===== src/rtl/mem_arb_pkg.sv =====
// Shared types for the memory request arbiter.
// Source IDs, grant-state encoding and size codes.
package mem_arb_pkg;

  localparam logic SRC_I = 1'b0;
  localparam logic SRC_D = 1'b1;

  localparam logic [2:0] SIZE_B = 3'd0;
  localparam logic [2:0] SIZE_H = 3'd1;
  localparam logic [2:0] SIZE_W = 3'd2;

  typedef enum logic [1:0] {
    GNT_FREE   = 2'd0,
    GNT_HOLD_I = 2'd1,
    GNT_HOLD_D = 2'd2
  } gnt_state_e;

endpackage


===== src/rtl/mem_req_arbiter_id_fifo.sv =====
// id_fifo: DEPTH x 1-bit outstanding-source FIFO.
// Ports: clk, resetn, push/din, pop, head, full, empty.
module id_fifo #(
  parameter int DEPTH = 2
) (
  input  logic clk,
  input  logic resetn,
  input  logic push,
  input  logic din,
  input  logic pop,
  output logic head,
  output logic full,
  output logic empty
);

  localparam int AW = $clog2(DEPTH);
  localparam int CW = $clog2(DEPTH + 1);

  logic [DEPTH-1:0] mem;
  logic [AW-1:0]    wp;
  logic [AW-1:0]    rp;
  logic [CW-1:0]    cnt;
  logic             do_push;
  logic             do_pop;

  assign do_push = push && !full;
  assign do_pop  = pop && !empty;

  assign head  = mem[rp];
  assign full  = (cnt == CW'(DEPTH));
  assign empty = (cnt == '0);

  always_ff @(posedge clk or negedge resetn) begin
    if (!resetn) begin
      mem <= '0;
      wp  <= '0;
      rp  <= '0;
      cnt <= '0;
    end else begin
      if (do_push) begin
        mem[wp] <= din;
        wp      <= wp + AW'(1);
      end
      if (do_pop) begin
        rp <= rp + AW'(1);
      end
      case ({do_push, do_pop})
        2'b10:   cnt <= cnt + CW'(1);
        2'b01:   cnt <= cnt - CW'(1);
        default: cnt <= cnt;
      endcase
    end
  end

endmodule


===== src/rtl/mem_req_arbiter.sv =====
// Arbitrates IF and MA requests onto one memory bus.
// Ports: inst_*, data_* requesters, bus_* interlayer, resp_err.
import mem_arb_pkg::*;

module mem_req_arbiter #(
  parameter int DEPTH = 2
) (
  input  logic        clk,
  input  logic        resetn,
  input  logic        inst_req,
  input  logic [31:0] inst_addr,
  input  logic [2:0]  inst_size,
  output logic        inst_addr_ok,
  output logic        inst_data_ok,
  output logic [31:0] inst_rdata,
  input  logic        data_req,
  input  logic        data_wr,
  input  logic [31:0] data_addr,
  input  logic [31:0] data_wdata,
  input  logic [2:0]  data_size,
  input  logic [3:0]  data_wstrb,
  output logic        data_addr_ok,
  output logic        data_data_ok,
  output logic [31:0] data_rdata,
  output logic        data_busy,
  output logic        bus_req,
  output logic        bus_wr,
  output logic [31:0] bus_addr,
  output logic [31:0] bus_wdata,
  output logic [2:0]  bus_size,
  output logic [3:0]  bus_wstrb,
  input  logic        bus_addr_ok,
  input  logic        bus_data_ok,
  input  logic [31:0] bus_rdata,
  output logic        resp_err
);

  localparam int CW = $clog2(DEPTH + 1);

  gnt_state_e    state;
  logic          gnt_i;
  logic          gnt_d;
  logic          greq;
  logic          accept;
  logic          pop;
  logic          head;
  logic          full;
  logic          empty;
  logic          d_inc;
  logic          d_dec;
  logic [CW-1:0] d_cnt;

  always_comb begin
    gnt_i = 1'b0;
    gnt_d = 1'b0;
    unique case (state)
      GNT_HOLD_I: gnt_i = 1'b1;
      GNT_HOLD_D: gnt_d = 1'b1;
      default: begin
        gnt_d = data_req;
        gnt_i = !data_req && inst_req;
      end
    endcase
  end

  assign greq = (gnt_d && data_req) || (gnt_i && inst_req);

  // Outputs are forced quiet while reset is held.
  assign bus_req = resetn && greq && !full;
  assign accept  = bus_req && bus_addr_ok;

  assign inst_addr_ok = accept && gnt_i;
  assign data_addr_ok = accept && gnt_d;

  always_comb begin
    bus_wr    = 1'b0;
    bus_addr  = inst_addr;
    bus_wdata = '0;
    bus_size  = inst_size;
    bus_wstrb = '0;
    unique case (1'b1)
      gnt_d: begin
        bus_wr    = data_wr;
        bus_addr  = data_addr;
        bus_wdata = data_wdata;
        bus_size  = data_size;
        bus_wstrb = data_wstrb;
      end
      default: ;
    endcase
  end

  id_fifo #(
    .DEPTH (DEPTH)
  ) u_fifo (
    .clk    (clk),
    .resetn (resetn),
    .push   (accept),
    .din    (gnt_d ? SRC_D : SRC_I),
    .pop    (pop),
    .head   (head),
    .full   (full),
    .empty  (empty)
  );

  assign pop          = bus_data_ok && !empty;
  assign inst_data_ok = pop && (head == SRC_I);
  assign data_data_ok = pop && (head == SRC_D);
  assign inst_rdata   = bus_rdata;
  assign data_rdata   = bus_rdata;

  assign d_inc     = accept && gnt_d;
  assign d_dec     = data_data_ok;
  assign data_busy = (d_cnt != '0);

  always_ff @(posedge clk or negedge resetn) begin
    if (!resetn) begin
      state    <= GNT_FREE;
      d_cnt    <= '0;
      resp_err <= 1'b0;
    end else begin
      unique case (state)
        GNT_HOLD_I,
        GNT_HOLD_D: begin
          if (accept) state <= GNT_FREE;
        end
        default: begin
          if ((gnt_i || gnt_d) && !accept)
            state <= gnt_d ? GNT_HOLD_D : GNT_HOLD_I;
        end
      endcase
      case ({d_inc, d_dec})
        2'b10:   d_cnt <= d_cnt + CW'(1);
        2'b01:   d_cnt <= d_cnt - CW'(1);
        default: d_cnt <= d_cnt;
      endcase
      if (bus_data_ok && empty) resp_err <= 1'b1;
    end
  end

endmodule


===== config.mk =====
export PLATFORM = sky130hd
export DESIGN_NAME = mem_req_arbiter
export DESIGN_NICKNAME = d
export VERILOG_FILES = /design/src/rtl/mem_arb_pkg.sv /design/src/rtl/mem_req_arbiter_id_fifo.sv /design/src/rtl/mem_req_arbiter.sv
export SDC_FILE = /design/constraint.sdc
export NUM_CORES = 1
export LEC_CHECK = 0
export ABC_CLOCK_PERIOD_IN_PS = 2950
export CAP_MARGIN = 20
export CORE_AREA = 2 2 113 115
export DETAILED_ROUTE_END_ITERATION = 8
export DIE_AREA = 0 0 115 117
export GPL_TIMING_DRIVEN = 0
export HOLD_SLACK_MARGIN = 0.08
export PLACE_DENSITY = 0.63
export SLEW_MARGIN = 20
export SYNTH_ARGS = -nofsm -noshare
export SYNTH_HDL_FRONTEND = slang
export SYNTH_SLANG_ARGS = --single-unit

===== constraint.sdc =====
create_clock -name clk -period 2.95 [get_ports clk]
set_input_delay 0.295 -clock clk [delete_from_list [all_inputs] [get_ports clk]]
set_output_delay 0.295 -clock clk [all_outputs]
set_load 0.02 [all_outputs]

# [After elaboration in Yosys (flattened, before gate mapping)]
# Cells that the tools add are included.
[classes] add_sub_neg=6 order_cmp=3 eq_ne=8 n_mux=19 n_bitwise=1 n_reduce_logical=29
[ops] cell="2-to-1 mux 32 bit" n=2
[ops] cell="logical AND 1 bit" n=16
[ops] cell="equality test 2 bit (second input constant)" n=4
[ops] cell="2-to-1 mux 2 bit" n=4
[ops] cell="one-hot mux 2 bit (2 select lines)" n=2
[ops] cell="nonzero test 2 bit" n=4
[ops] cell="equality test 2 x 1 -> 1 bit (second input constant)" n=3
[ops] cell="2-to-1 mux 1 bit" n=5
[ops] cell="adder 2 x 1 -> 2 bit (second input constant)" n=2
[ops] cell="zero test 1 bit" n=4
[ops] cell="< comparator 1 x 2 -> 1 bit (second input constant)" n=2
[ops] cell="2-to-1 mux 4 bit" n=1
[ops] cell="one-hot mux 1 bit (2 select lines)" n=2
[ops] cell="subtractor 2 x 1 -> 2 bit (second input constant)" n=2
[ops] cell="2-to-1 mux 3 bit" n=1
[ops] cell="adder 1 bit (second input constant)" n=2
[ops] cell="bitwise mux 2 bit" n=1
[ops] cell="zero test 2 bit" n=1
[ops] cell="logical OR 1 bit" n=2
[ops] cell="inequality test 2 bit (second input constant)" n=1
[ops] cell="AND reduction 2 bit" n=1
[ops] cell="OR reduction 2 bit" n=1
[ops] cell="demux 1 bit (select 1 bit)" n=1
[ops] cell=">= comparator 1 bit (second input constant)" n=1
[ops] cell="NOT 1 bit" n=1
[word_totals] regBits=11 output_inout_bits=143 word_cells=73

# [Logic depth before layout (Yosys ltp)]
# Gate-level depths: netlist (run 1).
[depth] word_depth=12 depth_mapped=11 ltp_nobuf=9

# [Hierarchy]
# Synthesis (run 1) repeated with hierarchy kept, for this count alone.
[unflattened] hier_cells=210 area_unflattened_um2=1984.4
[by_module_without_submodules] module="mem_req_arbiter" instances=1 cells_each=187 area_per_inst_um2=1701.6 seq_area_each_um2=125.1
[by_module_without_submodules] module="id_fifo" instances=1 cells_each=23 area_per_inst_um2=282.8 seq_area_each_um2=150.1

# [Worst setup path before layout (run 1)]
# OpenSTA, ideal clock, no wires.
[synth_timing] path_kind="register to register" start="register state[0]" end="register d_cnt[1]" setup_ns=0.079 arrival_ns=2.144 required_time_ns=2.871 setup_slack_ns=0.727 stages_incl_launch_ff=11 n_path_buf=2 path_cell_list="dfrtp_1 inv_1 ha_1 buf_6 o21ai_2 a221o_1 buf_6 or2_4 ha_1 nor2_1 xor2_1"
[synth_between] elab_chain_len=10 word_cells_on_any_way=15 classes_between="eq/ne: 4; mux: 3; reduce/logical: 8"
[synth_rtl] element="start, declared" line_no="mem_req_arbiter.sv:40" text="gnt_state_e state;"
[synth_rtl] element="start signal, assigned" line_no="mem_req_arbiter.sv:129" text="state <= gnt_d ? GNT_HOLD_D : GNT_HOLD_I;"
[synth_rtl] element="equality test 2 bit or equality test 2 x 1 -> 1 bit (tied branches)" line_no="mem_req_arbiter.sv:56" text="unique case (state)"
[synth_rtl] element="one-hot mux 1 bit (2 select lines)" line_no="mem_req_arbiter.sv:56"
[synth_rtl] element="logical AND 1 bit" line_no="mem_req_arbiter.sv:66" text="assign greq = (gnt_d && data_req) || (gnt_i && inst_req);"
[synth_rtl] element="logical OR 1 bit" line_no="mem_req_arbiter.sv:66"
[synth_rtl] element="logical AND 1 bit (2 in series)" line_no="mem_req_arbiter.sv:69" text="assign bus_req = resetn && greq && !full;"
[synth_rtl] element="logical AND 1 bit" line_no="mem_req_arbiter.sv:70" text="assign accept = bus_req && bus_addr_ok;"
[synth_rtl] element="logical AND 1 bit (*)" line_no="mem_req_arbiter.sv:112" text="assign d_inc = accept && gnt_d;"
[synth_rtl] element="equality test 2 x 1 -> 1 bit or equality test 2 bit (tied branches)" line_no="mem_req_arbiter.sv:132" text="case ({d_inc, d_dec})"
[synth_rtl] element="one-hot mux 2 bit (2 select lines) or nonzero test 2 bit (tied branches)"
[synth_rtl] element="end signal, assigned" line_no="mem_req_arbiter.sv:133" text="2'b10: d_cnt <= d_cnt + CW'(1);"
[synth_rtl] element="end signal, assigned" line_no="mem_req_arbiter.sv:134" text="2'b01: d_cnt <= d_cnt - CW'(1);"
[synth_rtl] element="end signal, assigned" line_no="mem_req_arbiter.sv:135" text="default: d_cnt <= d_cnt;"
[synth_rtl] element="end, declared" line_no="mem_req_arbiter.sv:51" text="logic [CW-1:0] d_cnt;"
# Mark *: on every way between the ends. The rest lies on a longest branch, timed or not.
# A chain may end at the register's enable or synchronous reset.

# [Worst setup path after layout (run 1)]
[layout_timing] start="register state[0]" end="output bus_wstrb[2]"
[layout_between] elab_chain_len=3 word_cells_on_any_way=4 classes_between="eq/ne: 2; mux: 2"
[layout_rtl] element="equality test 2 bit or equality test 2 x 1 -> 1 bit (tied branches)" line_no="mem_req_arbiter.sv:56"
[layout_rtl] element="one-hot mux 1 bit (2 select lines) (*)" line_no="mem_req_arbiter.sv:56"
[layout_rtl] element="2-to-1 mux 4 bit (*)" line_no="mem_req_arbiter.sv:81" text="unique case (1'b1)"
[layout_rtl] element="end, declared" line_no="mem_req_arbiter.sv:31" text="output logic [3:0] bus_wstrb,"
# Marks and branches as above.

==> results.yml, run 1 <==
global_routing:
  grt-busiest-layer: "met2"
  antenna_found_initial: 0
  grt_start_max_net_pins: 14
  grt_pass1_vias: 2109
  grt_overflow_total: 0
  use_met2: 0.189
  met3_usage: 0.0160
  grtUsageTotal: 0.104
  use_met1: 0.130
  grt_pass1_wl_um: 11100
sta:
  slew_headroom: 0.646
  skew_ns: 0.00187
  min_period_ns: 2.78
  timing.fmax_mhz: 359
  maxSlewViolCount: 0
  rsz0062_at_grt: "false"
  fin_crit_sh: 0.944
  worst_pin_slew_ns: 0.531
  hold_viol: 0
  finalSetupViolCount: 0
  tns_ns: 0
  layout_setup_ws_ns: 0.165
finish:
  area_growth_pct: 158
  postLayoutCoreUtil: 0.379
  area.sequential_um2: 275
  n_antenna_cell: 0
  nets: 616
  stdcell_area_um2: 4660
  multi_input_area_um2: 957
  nFillCells: 1238
  drive_gt1_frac: 0.217
drt:
  wl_per_cell_um: 13.9
  drc: 0
  first_pass_iters: 4
  finalWirelength_um: 8590
  drt-initial-drc-count: 64
  ant_nets: 0
  num_vias: 2240
  drt-vias-per-instance: 3.64
clock_tree:
  cts_setup_buffers: 0
  clkLatencyLatePin_ns: 0.24
  cts_tree: "built"
  clock_sinks: 11
  cts_buffer_depth: 2
  cts_buffers: 3
  cts-root-buf: "clkbuf_16"
  cts_hold_buf: 0
  clk_transition_reported_paths_ns: 0.04
  htree_levels: 1
die:
  fp.dieH_um: 117
  num_rows: 41
  die_x_um: 115
  die_area_um2: 13500
  initial_utilization: 0.147
  core-area_um2: 12300
  io_pins: 288
placement:
  place_congestion: 0.732
  port_buffers: 255
  post_dp_cell_area_um2: 4550
  hpwl_um: 7640
  place_worst_setup_slack_ns: -0.0118
yosys:
  synth_fp_nets: 356
  yosysUniqueCellTypes: 29
  synth_area_per_cell_um2: 8.73
  synth_top_area_frac: 0.270
  yosys.area.top_type: "buf_4"
  syn_area_um2: 1810
  netlist_top_cells_area: "buf_4 (27%), dfrtp_1 (15%), nor2b_1 (13%)"
  postSynthCellCount: 207
  ys_ff_latch: 11
  yosys_warnings: 0
  yosysSeqAreaShare: 0.152
status:
  status: "completed"
pwr:
  design_power_total_uw: 3540
  p_per_area_nw_per_um2: 760
  p_leak_uw: 0.00206
  ir_drop_v: 0.000286
worst_setup_path:
  arrival_ns: 2.49
  crit_required_ns: 2.65
  crit_fanout: 10
  critPathCaptureType: "output port"
  startpoint_type: "flip-flop"
  critPathKind: "flip-flop to output port"
  crit_path_start: "state[0]"
  worstReg2RegStart: "state[0]"
run:
  maxCapViolCount: 0
worst_hold_path:
  hold_class: "input pin to async pin"
==> logic make-up after synthesis <==
kind of cell / after synthesis / share of synthesized area
multiplexers: 37 / 0.229
AND/OR/NAND/NOR: 50 / 0.165
XOR/XNOR: 8 / 0.0388
flip-flops: 11 / 0.152
adder cells (fa/ha/maj): 4 / 0.0277
AO/OA/AOI/OAI: 16 / 0.0616
buffers and inverters: 81 / 0.325
==> worst paths after layout <==
check,slack [ns],cells after the start,to
hold / removal,0.14,1,u_fifo.wp
max in group asynchronous,2.46,1,resp_err
setup / recovery,0.17,8,bus_wstrb[2]
hold reg to reg,0.46,1,d_cnt[1]
min in group clk,0.46,1,d_cnt[1]
setup reg to reg,0.57,11,d_cnt[1]
==> what timing repair did <==
| item | 4_1_cts | 5_1_grt |
|---|---|---|
| pin swaps | 0 | 0 |
| resized for setup | 20 | 16 |
| endpoints found under the setup margin | 31 | 16 |
==> cell usage after synthesis <==
master    number
a21boi_0       1
a21oi_1        2
a221o_1        1
a22oi_1        1
a31o_2         2
a32o_1         1
buf_2          2
buf_4         65
buf_6          5
clkbuf_1       2
dfrtp_1       11
ha_1           4
inv_1          6
inv_2          1
mux2_1        16
mux2_2        19
mux2i_1        2
nand2_1        4
nand2b_1       2
nand3b_1       1
nor2_1         3
nor2b_1       38
o21ai_0        5
o21ai_2        1
o31ai_1        2
or2_2          1
or2_4          1
xnor2_1        7
xor2_1         1
==> layout by cell type (no fill, tap or decap) <==
cell type | synthesis | routed
buf_4 | 65 | 64
mux2_2 | 19 | 19
ha_1 | 4 | 4
mux2i_4 | 0 | 1
nor2b_1 | 38 | 38
nor2_1 | 3 | 3
or2_2 | 1 | 1
a22oi_1 | 1 | 1
a32o_1 | 1 | 1
nand2_1 | 4 | 4
nand3b_1 | 1 | 1
inv_2 | 1 | 1
mux2_1 | 16 | 16
clkbuf_16 | 0 | 3
or2_4 | 1 | 1
nand2b_1 | 2 | 2
a21boi_0 | 1 | 1
xor2_1 | 1 | 1
dlymetal6s2s_1 | 0 | 16
dfrtp_1 | 11 | 11
o31ai_1 | 2 | 2
buf_2 | 2 | 2
a21oi_1 | 2 | 2
o21ai_2 | 1 | 1
inv_1 | 6 | 6
xnor2_1 | 7 | 7
dlygate4sd2_1 | 0 | 17
a221o_1 | 1 | 1
a31o_2 | 2 | 2
clkdlybuf4s50_1 | 0 | 222
clkbuf_1 | 2 | 3
o21ai_0 | 5 | 5
buf_6 | 5 | 6
mux2i_1 | 2 | 1
==> routing by layer <==
metal	wire length [um]	share of wire
met2	4510	0.53
met3	662	0.077
met5	0	0
met1	3330	0.39
met4	87	0.010
==> area by class of cell <==
class | count | share of cell area
Timing Repair Buffer | 255 | 0.552
Multi-Input combinational cell | 115 | 0.205
Buffer | 74 | 0.121
Sequential cell | 11 | 0.0590
Tap cell | 150 | 0.0403
Clock buffer | 4 | 0.0169
Inverter | 7 | 0.00564
==> per-stage QoR <==
step | hold slack (ns) | instances
floorplan | -0.000591 | 207
global placement | 0.454 | 612
detailed placement | 0.451 | 612
CTS | 0.174 | 616
global route | 0.197 | 616
finish | 0.140 | 616
==> sequential cells by signal (all words and copies together), names as in the netlist <==
signal	count
u_fifo.rp	1
u_fifo.mem	2
resp_err	1
d_cnt	2
u_fifo.wp	1
u_fifo.cnt	2
state	2
==> power by group <==
part / leakage [uW] / switching [uW] / internal [uW]
Clock: 0.0000382 / 66.8 / 181
Sequential: 0.000129 / 57.9 / 224
Combinational: 0.00190 / 1490 / 1520
Total: 0.00206 / 1620 / 1920
==> worst max-delay path, cell delays in order, from the launching register on <==
cell	delay (ns)
dfrtp_1	0.38
inv_1	0.06
ha_1	0.30
buf_6	0.14
mux2i_4	0.20
buf_6	0.17
buf_2	0.18
nor2b_1	0.17
clkdlybuf4s50_1	0.64
Note: power is estimated with default switching activity, not from simulation.
==> run 2: changes to the inputs <==
Settings changed: SETUP_SLACK_MARGIN set to 0.3.
==> run 2 against run 1 <==
  * Setup slack improved by 0.14 ns
  * Count of clock-buffer cells in the layout is the same
  * Worst hold slack hardly changed
  * Register-to-register slack gained 0.03 ns
  * Critical path type unchanged
  * Clock power hardly changed
  * Cell count is 1.3% higher
  * Highest routed layer unchanged
==> results.yml, run 2 (synthesis gave the netlist of run 1 again) <==
worst_setup_path:
  rrSetupSlack_ns: 0.60
  critPathCaptureType: "output port"
  path_cells: "inv_2 > ha_4 > buf_6 > mux2i_4 > buf_8 > buf_4 > buf_4 > mux2_2 > clkdlybuf4s15_1"
  critPathKind: "flip-flop to output port"
  cpMaxStageDelayCell: "dfrtp_1"
  critical-path-max-stage-delay_ns: 0.40
  crit_required_ns: 2.65
  path_delay_family: "buffers and inverters"
  crit_top_cell: "buf_4"
  arrival_ns: 2.35
  crit_buf_inv: 6
  crit_fanout: 7
  startpoint_type: "flip-flop"
worst_hold_path:
  hold_class: "input pin to async pin"
clock_tree:
  htree_levels: 1
  cts_hold_buf: 0
  cts-root-buf: "clkbuf_16"
  cts_buffers: 3
  cts_buffer_depth: 2
  clock_sinks: 11
  clkLatencyLatePin_ns: 0.24
  cts_tree: "built"
  clk_transition_reported_paths_ns: 0.04
sta:
  maxSlewViolCount: 0
  worst_pin_slew_ns: 0.532
  slew_headroom: 0.646
  fin_crit_sh: 0.896
  finalSetupViolCount: 0
  timing.fmax_mhz: 378
  rsz0062_at_grt: "true"
  skew_ns: 0.00185
  min_period_ns: 2.64
  layout_setup_ws_ns: 0.307
  hold_viol: 0
global_routing:
  grt_pass1_vias: 2112
  grtUsageTotal: 0.104
  grt_pass1_wl_um: 11100
  antenna_found_initial: 0
  grt_start_max_net_pins: 14
  grt_overflow_total: 0
drt:
  drc: 0
  met3_length_um: 658
  wl_met2_um: 4540
  drt-initial-drc-count: 83
  num_vias: 2282
  ant_nets: 0
  wl_per_cell_um: 13.9
  finalWirelength_um: 8680
  drt-vias-per-instance: 3.66
  highest_layer: "met4"
  wl_met1_um: 3400
  first_pass_iters: 4
finish:
  nets: 624
  stdcell_area_um2: 4540
  n_antenna_cell: 0
  layout_commonest_cell: "clkdlybuf4s50_1"
  mostFrequentLayoutCells: "clkdlybuf4s50_1 (195), buf_4 (73), nor2b_1 (38), clkbuf_2 (31), dlygate4sd2_1 (27)"
  drive_gt1_frac: 0.302
  area_growth_pct: 151
status:
  status: "completed"
die:
  num_rows: 41
  io_pins: 288
  initial_utilization: 0.147
  core-area_um2: 12300
  fp.dieH_um: 117
  die_x_um: 115
  die_area_um2: 13500
placement:
  place_worst_setup_slack_ns: -0.0118
  place_congestion: 0.732
  port_buffers: 255
  post_dp_cell_area_um2: 4550
  hpwl_um: 7640
pwr:
  p_per_area_nw_per_um2: 775
  ir_drop_v: 0.000294
  design_power_total_uw: 3520
  p_leak_uw: 0.00202
run:
  maxCapViolCount: 0
-- run 2: changes by cell type in the layout (fill, tap and decap cells not counted), moves of 2 or more --
cell             change
buf_4                +9
buf_6                -2
buf_8                +2
clkbuf_1             -2
clkbuf_2            +31
clkdlybuf4s15_1      +3
clkdlybuf4s50_1     -27
dlygate4sd2_1       +10
dlymetal6s2s_1      -16
-- run 2: report_power, final --
group / internal, uW / switching, uW / leakage (uW) / total (uW)
Combinational: 1450 / 1530 / 0.00186 / 2980
Clock: 181 / 66.7 / 0.0000382 / 248
Sequential: 224 / 63.3 / 0.000129 / 288
-- run 2: worst paths after layout --
| check | from | to | depth (start not counted) |
|---|---|---|---|
| setup / recovery | state[0] | bus_addr[31] | 9 |
| hold / removal | resetn | u_fifo.wp | 1 |
| setup reg to reg | state[0] | d_cnt[1] | 11 |
| hold reg to reg | d_cnt[1] | d_cnt[1] | 1 |
| max in group asynchronous | resetn | resp_err | 1 |
| min in group clk | d_cnt[1] | d_cnt[1] | 1 |
-- run 2: cell type report --
| cell class | instances | area, um^2 |
|---|---|---|
| sequential | 11 | 275 |
| inverter | 7 | 26.3 |
| buffer | 74 | 576 |
| timing repair buffer | 263 | 2430 |
| multi-input combinational | 115 | 970 |
| tap | 150 | 188 |
| fill | 1271 | 7770 |
| clock buffer | 4 | 78.8 |
-- run 2: worst register-to-register path, cell delays in order, from the launching register on --
cell and delay [ns]:
dfrtp_1 0.40, inv_2 0.06, ha_4 0.26, buf_6 0.12
o21ai_2 0.06, a221o_1 0.37, buf_6 0.16, or2_4 0.24
ha_1 0.21, xnor2_1 0.16, nor2_1 0.07, xor2_1 0.13
-- run 2: routing by layer --
metal / up-vias / track usage
met5: - / 0
met4: 0 / 0.0265
met3: 7 / 0.0160
met2: 106 / 0.189
met1: 1026 / 0.129
li1: 1143 / -
-- run 2: metrics by stage --
step	hold slack, ns	setup TNS (ns)	util	instances
after CTS	0.174	0	0.372	617
after global routing	0.197	0	0.369	624
final	0.140	0	0.369	624
after global placement	0.454	0	0.369	612
after detailed placement	0.451	-0.0118	0.369	612
after floorplan	-0.000591	0	-	207
-- run 2: timing repair --
item | in CTS | in global routing
resized for setup | 65 | 71
endpoints found under the setup margin | 74 | 47
pin swaps | 0 | 1
buffers inserted | 1 | 7
==> run 3: changes to the inputs <==
Settings changed: SLEW_MARGIN 20 to 40.
==> results of run 3 <==
Final layout, timing and power as in run 2 (identical DEF).
